## src/rtl/offnariscv_pkg.sv

```systemverilog
`default_nettype none
// ============================================================================
// offnariscv_pkg : ACE snoop codes, CRRESP layout and snoop decision function
// Revision: 1.0
// ============================================================================
package offnariscv_pkg;

  localparam int LINE_BYTES = 32;

  typedef enum logic [3:0] {
    SNOOP_READ_ONCE              = 4'b0000,
    SNOOP_READ_SHARED            = 4'b0001,
    SNOOP_READ_CLEAN             = 4'b0010,
    SNOOP_READ_NOT_SHARED_DIRTY  = 4'b0011,
    SNOOP_READ_UNIQUE            = 4'b0111,
    SNOOP_CLEAN_SHARED           = 4'b1000,
    SNOOP_CLEAN_INVALID          = 4'b1001,
    SNOOP_MAKE_INVALID           = 4'b1101
  } ace_snoop_e;

  typedef struct packed {
    logic was_unique;
    logic is_shared;
    logic pass_dirty;
    logic error;
    logic data_transfer;
  } ace_crresp_t;

  typedef struct packed {
    ace_crresp_t crresp;
    logic        upd;
    logic        inv;
    logic        clean;
    logic        shared;
  } snoop_dec_t;

  typedef enum logic [2:0] {
    S_IDLE   = 3'd0,
    S_LOOKUP = 3'd1,
    S_DECIDE = 3'd2,
    S_RESP   = 3'd3,
    S_DATA   = 3'd4,
    S_COMMIT = 3'd5
  } snoop_state_e;

  function automatic snoop_dec_t snoop_decide(input logic [3:0] snoop, input logic hit,
                                              input logic dirty, input logic is_unique);
    snoop_dec_t d;
    logic       legal;
    d     = '0;
    legal = 1'b1;
    case (snoop)
      SNOOP_READ_ONCE: begin
        d.crresp.data_transfer = 1'b1;
        d.crresp.is_shared     = 1'b1;
      end
      SNOOP_READ_SHARED, SNOOP_READ_NOT_SHARED_DIRTY: begin
        d.crresp.data_transfer = 1'b1;
        d.crresp.pass_dirty    = dirty;
        d.crresp.is_shared     = 1'b1;
        d.clean                = dirty;
        d.shared               = 1'b1;
      end
      SNOOP_READ_CLEAN: begin
        d.crresp.data_transfer = 1'b1;
        d.crresp.is_shared     = 1'b1;
        d.shared               = 1'b1;
      end
      SNOOP_READ_UNIQUE: begin
        d.crresp.data_transfer = 1'b1;
        d.crresp.pass_dirty    = dirty;
        d.inv                  = 1'b1;
      end
      SNOOP_CLEAN_INVALID: begin
        d.crresp.data_transfer = dirty;
        d.crresp.pass_dirty    = dirty;
        d.inv                  = 1'b1;
      end
      SNOOP_CLEAN_SHARED: begin
        d.crresp.data_transfer = dirty;
        d.crresp.pass_dirty    = dirty;
        d.crresp.is_shared     = 1'b1;
        d.clean                = 1'b1;
        d.shared               = 1'b1;
      end
      SNOOP_MAKE_INVALID: d.inv = 1'b1;
      default: legal = 1'b0;
    endcase
    // Unsupported codes report Error whether or not the line is present
    if (!legal) begin
      d               = '0;
      d.crresp.error  = 1'b1;
    end else if (!hit) begin
      d = '0;
    end else begin
      d.crresp.was_unique = is_unique;
      d.upd               = d.inv | d.clean | d.shared;
    end
    return d;
  endfunction

endpackage
`default_nettype wire

```

## src/rtl/offnariscv_snoop_cd_buf.sv

```systemverilog
`default_nettype none
// ============================================================================
// offnariscv_snoop_cd_buf : 2-entry CD beat FIFO that paces data-array reads
// Revision: 1.0
// ============================================================================
module offnariscv_snoop_cd_buf #(
  parameter int DATA_WIDTH = 32,
  parameter int BEATS      = 8
) (
  input  logic                     clk,
  input  logic                     rst_n,
  input  logic                     active,
  input  logic [$clog2(BEATS)-1:0] base_idx,
  output logic                     rd_en,
  output logic [$clog2(BEATS)-1:0] rd_idx,
  input  logic [DATA_WIDTH-1:0]    rd_data,
  output logic                     cd_valid,
  input  logic                     cd_ready,
  output logic [DATA_WIDTH-1:0]    cd_data,
  output logic                     cd_last,
  output logic                     done
);
  localparam int               C_IDX_W = $clog2(BEATS);
  localparam logic [C_IDX_W:0] C_BEATS = (C_IDX_W+1)'(BEATS);
  localparam logic [C_IDX_W:0] C_LAST  = (C_IDX_W+1)'(BEATS-1);

  logic [C_IDX_W:0]      r_issued;
  logic [C_IDX_W:0]      r_sent;
  logic                  r_inflight;
  logic                  r_wr_ptr;
  logic                  r_rd_ptr;
  logic [1:0]            r_count;
  logic [DATA_WIDTH-1:0] r_mem [2];
  logic [1:0]            w_after;
  logic                  w_pop;

  assign cd_valid = (r_count != 2'd0);
  assign w_pop    = cd_valid & cd_ready;
  // Occupancy once the returning word lands and the head beat leaves
  assign w_after  = r_count + {1'b0, r_inflight} - {1'b0, w_pop};
  assign rd_en    = active && (r_issued < C_BEATS) && (w_after < 2'd2);
  assign rd_idx   = base_idx + r_issued[C_IDX_W-1:0];
  assign cd_data  = cd_valid ? r_mem[r_rd_ptr] : '0;
  assign cd_last  = cd_valid && (r_sent == C_LAST);
  assign done     = w_pop && cd_last;

  always_ff @(posedge clk or negedge rst_n) begin
    if (!rst_n) begin
      r_issued   <= '0;
      r_sent     <= '0;
      r_inflight <= 1'b0;
      r_wr_ptr   <= 1'b0;
      r_rd_ptr   <= 1'b0;
      r_count    <= 2'd0;
    end else if (!active) begin
      r_issued   <= '0;
      r_sent     <= '0;
      r_inflight <= 1'b0;
      r_wr_ptr   <= 1'b0;
      r_rd_ptr   <= 1'b0;
      r_count    <= 2'd0;
    end else begin
      r_inflight <= rd_en;
      if (rd_en) r_issued <= r_issued + 1'b1;
      if (r_inflight) r_wr_ptr <= ~r_wr_ptr;
      if (w_pop) begin
        r_rd_ptr <= ~r_rd_ptr;
        r_sent   <= r_sent + 1'b1;
      end
      r_count <= w_after;
    end
  end

  always_ff @(posedge clk) begin
    if (r_inflight) r_mem[r_wr_ptr] <= rd_data;
  end

endmodule
`default_nettype wire

```

## src/rtl/offnariscv_snoop_responder.sv

```systemverilog
`default_nettype none
// ============================================================================
// offnariscv_snoop_responder : ACE AC/CR/CD snoop responder for the L1 D-cache
// Revision: 1.0
// ============================================================================
module offnariscv_snoop_responder
  import offnariscv_pkg::*;
#(
  parameter int ADDR_WIDTH = 32,
  parameter int DATA_WIDTH = 32,
  parameter int LINE_BYTES = 32
) (
  input  logic                                       clk,
  input  logic                                       rst_n,
  input  logic                                       ac_valid,
  output logic                                       ac_ready,
  input  logic [ADDR_WIDTH-1:0]                      ac_addr,
  input  logic [3:0]                                 ac_snoop,
  input  logic [2:0]                                 ac_prot,
  output logic                                       cr_valid,
  input  logic                                       cr_ready,
  output logic [4:0]                                 cr_resp,
  output logic                                       cd_valid,
  input  logic                                       cd_ready,
  output logic [DATA_WIDTH-1:0]                      cd_data,
  output logic                                       cd_last,
  output logic                                       lk_req,
  input  logic                                       lk_gnt,
  output logic [ADDR_WIDTH-1:0]                      lk_addr,
  input  logic                                       lk_hit,
  input  logic                                       lk_dirty,
  input  logic                                       lk_unique,
  output logic                                       rd_en,
  output logic [$clog2(LINE_BYTES*8/DATA_WIDTH)-1:0] rd_idx,
  input  logic [DATA_WIDTH-1:0]                      rd_data,
  output logic                                       upd_valid,
  output logic                                       upd_inv,
  output logic                                       upd_clean,
  output logic                                       upd_shared
);
  localparam int                    C_BEATS     = LINE_BYTES*8/DATA_WIDTH;
  localparam int                    C_IDX_W     = $clog2(C_BEATS);
  localparam int                    C_WORD_OFF  = $clog2(DATA_WIDTH/8);
  localparam logic [ADDR_WIDTH-1:0] C_LINE_MASK = ADDR_WIDTH'(LINE_BYTES-1);

  snoop_state_e          r_state;
  logic                  r_ac_ready;
  logic                  r_lk_req;
  logic                  r_cr_valid;
  ace_crresp_t           r_cr_resp;
  logic [ADDR_WIDTH-1:0] r_addr;
  logic [3:0]            r_snoop;
  logic                  r_dt;
  logic                  r_upd;
  logic                  r_inv;
  logic                  r_clean;
  logic                  r_shared;
  logic                  r_upd_valid;
  logic                  r_upd_inv;
  logic                  r_upd_clean;
  logic                  r_upd_shared;
  snoop_dec_t            w_dec;
  logic                  w_data_active;
  logic                  w_cd_done;
  logic [C_IDX_W-1:0]    w_base_idx;
  logic                  w_unused;

  assign w_unused      = ^ac_prot;
  assign w_dec         = snoop_decide(r_snoop, lk_hit, lk_dirty, lk_unique);
  assign w_base_idx    = r_addr[C_WORD_OFF +: C_IDX_W];
  assign w_data_active = (r_state == S_DATA);

  assign ac_ready   = r_ac_ready;
  assign lk_req     = r_lk_req;
  assign lk_addr    = r_addr & ~C_LINE_MASK;
  assign cr_valid   = r_cr_valid;
  assign cr_resp    = r_cr_resp;
  assign upd_valid  = r_upd_valid;
  assign upd_inv    = r_upd_inv;
  assign upd_clean  = r_upd_clean;
  assign upd_shared = r_upd_shared;

  always_ff @(posedge clk or negedge rst_n) begin
    if (!rst_n) begin
      r_state      <= S_IDLE;
      r_ac_ready   <= 1'b0;
      r_lk_req     <= 1'b0;
      r_cr_valid   <= 1'b0;
      r_cr_resp    <= '0;
      r_addr       <= '0;
      r_snoop      <= 4'd0;
      r_dt         <= 1'b0;
      r_upd        <= 1'b0;
      r_inv        <= 1'b0;
      r_clean      <= 1'b0;
      r_shared     <= 1'b0;
      r_upd_valid  <= 1'b0;
      r_upd_inv    <= 1'b0;
      r_upd_clean  <= 1'b0;
      r_upd_shared <= 1'b0;
    end else begin
      case (r_state)
        S_IDLE: begin
          r_ac_ready <= 1'b1;
          if (ac_valid && r_ac_ready) begin
            r_addr     <= ac_addr;
            r_snoop    <= ac_snoop;
            r_ac_ready <= 1'b0;
            r_lk_req   <= 1'b1;
            r_state    <= S_LOOKUP;
          end
        end
        S_LOOKUP: if (lk_gnt) r_state <= S_DECIDE;
        S_DECIDE: begin
          r_cr_resp  <= w_dec.crresp;
          r_cr_valid <= 1'b1;
          r_dt       <= w_dec.crresp.data_transfer;
          r_upd      <= w_dec.upd;
          r_inv      <= w_dec.inv;
          r_clean    <= w_dec.clean;
          r_shared   <= w_dec.shared;
          r_state    <= S_RESP;
        end
        S_RESP: begin
          if (cr_ready) begin
            r_cr_valid <= 1'b0;
            r_cr_resp  <= '0;
            if (r_dt) begin
              r_state <= S_DATA;
            end else begin
              r_state      <= S_COMMIT;
              r_upd_valid  <= r_upd;
              r_upd_inv    <= r_inv;
              r_upd_clean  <= r_clean;
              r_upd_shared <= r_shared;
            end
          end
        end
        S_DATA: begin
          if (w_cd_done) begin
            r_state      <= S_COMMIT;
            r_upd_valid  <= r_upd;
            r_upd_inv    <= r_inv;
            r_upd_clean  <= r_clean;
            r_upd_shared <= r_shared;
          end
        end
        S_COMMIT: begin
          // Lock is released together with the commit pulse ending
          r_upd_valid  <= 1'b0;
          r_upd_inv    <= 1'b0;
          r_upd_clean  <= 1'b0;
          r_upd_shared <= 1'b0;
          r_lk_req     <= 1'b0;
          r_ac_ready   <= 1'b1;
          r_state      <= S_IDLE;
        end
        default: r_state <= S_IDLE;
      endcase
    end
  end

  offnariscv_snoop_cd_buf #(
    .DATA_WIDTH (DATA_WIDTH),
    .BEATS      (C_BEATS)
  ) u_cd_buf (
    .clk      (clk),
    .rst_n    (rst_n),
    .active   (w_data_active),
    .base_idx (w_base_idx),
    .rd_en    (rd_en),
    .rd_idx   (rd_idx),
    .rd_data  (rd_data),
    .cd_valid (cd_valid),
    .cd_ready (cd_ready),
    .cd_data  (cd_data),
    .cd_last  (cd_last),
    .done     (w_cd_done)
  );

endmodule
`default_nettype wire

```

## config.mk

```make
export PLATFORM = sky130hd
export DESIGN_NAME = offnariscv_snoop_responder
export DESIGN_NICKNAME = d
export VERILOG_FILES = /design/src/rtl/offnariscv_pkg.sv /design/src/rtl/offnariscv_snoop_cd_buf.sv /design/src/rtl/offnariscv_snoop_responder.sv
export SDC_FILE = /design/constraint.sdc
export NUM_CORES = 1
export LEC_CHECK = 0
export BUFFER_PORTS_ARGS = -buffer_cell sky130_fd_sc_hd__buf_2
export CAP_MARGIN = 20
export CORE_UTILIZATION = 55
export CTS_CLUSTER_DIAMETER = 60
export CTS_CLUSTER_SIZE = 28
export DETAILED_ROUTE_END_ITERATION = 8
export PLACE_DENSITY = 0.86
export SYNTH_ARGS = -nofsm -noshare
export SYNTH_HDL_FRONTEND = slang
export SYNTH_SLANG_ARGS = --single-unit
```

## constraint.sdc

```tcl
create_clock -name clk -period 6.8 [get_ports clk]
set_clock_uncertainty 0.1 [all_clocks]
set_input_delay 0.34 -clock clk [delete_from_list [all_inputs] [get_ports clk]]
set_output_delay 0.34 -clock clk [all_outputs]
set_load 0.05 [all_outputs]
```

==> results.yml <==
detailed_routing:
  antenna_violating_nets_left: 0
  drt_drc_violations_left: 0
  top_layer_used: "met4"
  routedLengthMet1_mm: 5.12
  met2_wirelength_mm: 6.67
  drt-wirelength-per-cell_um: 17.0
  drtIter0Drc: 215
  dr_total_vias: 3980
  viasPerCell: 5.22
  wl_mm: 12.9
  route.met3.wl_um: 843
  drt-pass1-iter-count: 5
floorplanning:
  core_region_area_um2: 9950
  die_w_um: 104
  rows: 36
  io-pin-count: 162
  start_util: 0.578
  die_y_um: 104
  die_area_um2: 10900
run_status:
  status: "complete, no violations"
power:
  power.static_leakage_nw: 3.40
  power.ir.vdd_worst_v: 0.000372
  powerDensity_nw_per_um2: 407
setup_path:
  cp-end-kind: "primary output"
  timing.setup.critical_path_class: "register to primary output"
  startpoint_type: "register"
  critPathArrivalTime_ns: 2.96
  critPathMaxFanout: 6
  worstPathRequired_ns: 6.36
clocking:
  cts_num_sinks: 131
  clock_tree.htree_level_count: 4
  clock_tree.buffer_depth: 2
  worstSkewPairLatency_ns: 0.51
  numCtsBuffers: 17
  cts_root_buffer: "clkbuf_8"
  clk_pin_slew_worst_paths_ns: 0.06
  cts_post_setup_buffers_inserted: 0
  cts_resized: 0
  tritoncts: "built"
timing:
  timing.final.ws_setup_ns: 3.40
  fin_hold_ws_ns: 0.0485
  report.final.setup_viol: 0
  fmax_mhz: 294
  grt_setup_unrepaired: "false"
  fin_crit_ns: 3.40
  max_slew_violation_count: 0
  fin_tns_setup_ns: 0
  max_slew_margin: 0.283
  final_hold_violation_count: 0
  post-route-period-util: 0.500
  slew_at_the_pin_with_the_worst_max_slew_slack_ns: 1.08
global_routing:
  track_usage: 0.246
  first_global_vias: 4169
  global_route.overflow_total: 0
  initial_antenna_violation_count: 0
  grt_first_pass_wirelength_mm: 20.4
  grt_start_max_net_pins: 68
synth:
  library_cell_with_the_largest_summed_area_after_synthesis: "edfxtp_1"
  netlist_instances: 421
  syn_area_um2: 5760
  adder_cell_fraction_of_synth_area: 0.0143
  synth_cell_types: 46
  post_synth_mux_area_share: 0.148
  synth-xor-area-share: 0.0176
  synth-edff-count: 64
  synth_seq_cells: 131
  combinational_family_with_the_most_area_after_synthesis: "multiplexers"
  synth.area.top_cells: "edfxtp_1, dfrtp_1, mux2_4"
  synth_compound_gate_area_share: 0.0435
  synth_simple_gate_area_share: 0.0778
  postSynth.asyncResetShare: 0.511
  synth.top_cells.by_count: "dfrtp_1, edfxtp_1, nor2_1, mux2i_1, buf_4"
  avg_inst_size_synth_um2: 13.7
  synth_sequential_area_ratio: 0.625
  post-synth-top-count-cell: "dfrtp_1"
  leading_register_cell_type_out_of_synthesis: "dfrtp_1"
  yosysTopAreaCellShare: 0.334
  ys_warn_count: 0
layout:
  filler_cell_count: 584
  finalNetCount: 702
  n_antenna_cell: 0
  area_growth_syn_to_layout_pct: 31.9
  drive_above_1_share: 0.355
flow_run:
  maxCapViolCount: 0
placed_design:
  io_buffer_count: 151
  hpwl_mm: 7.07
  pre_cts_ws_ns: 3.93
  gp_congestion: 0.814
min_path:
  min-delay-path-class: "input port to register"
## timing repair
item	CTS	global route
hold endpoints to repair	166	0
hold buffers	68	0
setup endpoints to repair	0	0
## per-stage QoR
stage | area, um2 | util | cells | power (mW)
after CTS | 7600 | 0.763 | 762 | 3.07
after floorplan | 5770 | - | 425 | 2.08
after global placement | 6360 | 0.639 | 662 | 2.14
final | 7600 | 0.763 | 762 | 3.09
after global routing | 7600 | 0.763 | 762 | 3.21
after detailed placement | 6360 | 0.639 | 662 | 2.18
## report_power, final
| group | total [mW] | internal, mW | switching, mW |
|---|---|---|---|
| clock | 0.851 | 0.518 | 0.333 |
| combinational | 1.08 | 0.363 | 0.718 |
| sequential | 1.16 | 1.01 | 0.147 |
| total | 3.09 | 1.89 | 1.20 |
## logic make-up after synthesis
kind of cell	Yosys count
compound gates	40
xor+xnor	10
fa+ha+maj	6
buf+inv	63
flops	131
mux	70
other cells	1
simple gates	100
## per-layer routing
layer,vias up,global-route usage
met3,28,0.0789
met4,0,0.103
met2,181,0.430
li1,1846,-
met1,1925,0.276
met5,-,0
## critical path, cell delays in order (launching register included)
cell	delay [ns]
dfrtp_1	0.40
o21ai_0	0.30
clkinv_1	0.27
ha_1	0.34
inv_1	0.04
ha_1	0.18
xnor3_1	0.28
and2b_1	0.23
and2_1	0.16
buf_2	0.27
## layout by cell type, fill, tap and decap left out, types with 2 or more instances in the layout
cell,n
a21oi_1,7
a22oi_1,4
a31oi_1,2
and2_1,3
and2b_1,2
and3_1,4
buf_2,151
buf_4,3
bufinv_16,2
clkbuf_16,16
clkinv_1,3
clkinv_2,3
clkinv_4,4
clkinvlp_4,3
conb_1,5
dfrtp_1,66
dlygate4sd3_1,68
edfxtp_1,64
ha_1,5
inv_1,11
mux2_2,5
mux2_4,29
mux2i_1,36
nand2_1,23
nand2b_1,3
nand3_1,3
nand3b_1,3
nor2_1,47
nor3_1,5
o2111ai_1,2
o21ai_0,15
o31ai_1,3
xnor2_1,5
xor2_1,4
## flip-flops by register name, summed over array words and instances, names as in the netlist, 2 cells and up
name and count:
r_state 3, cr_resp 5, r_snoop 4, r_addr 30
u_cd_buf.r_count 2, u_cd_buf.r_issued 4, u_cd_buf.r_sent 4, u_cd_buf.r_mem 64
## final timing paths
path / from / endpoint / slack [ns] / depth (start not counted)
worst max-delay path: u_cd_buf.r_count[1] / rd_en / 3.40 / 9
worst min-delay path: lk_gnt / r_state[1] / 0.05 / 3
worst max register to register: u_cd_buf.r_count[1] / u_cd_buf.r_issued[0] / 4.35 / 9
worst min register to register: lk_req / lk_req / 0.37 / 2
max in group asynchronous: rst_n / u_cd_buf.r_rd_ptr / 5.55 / 3
min in group asynchronous: rst_n / r_snoop[1] / 0.47 / 3
## area by class of cell
cell class / instances / area (um2) / area share
multi-input cells: 231 / 1760 / 0.232
clock buffers: 18 / 418 / 0.0550
flip-flops and latches: 131 / 3600 / 0.474
repair buffers: 222 / 1460 / 0.192
well taps: 133 / 166 / 0.0219
clock inverters: 14 / 140 / 0.0184
inverters: 13 / 48.8 / 0.00642
(Power assumes the default switching activity.)
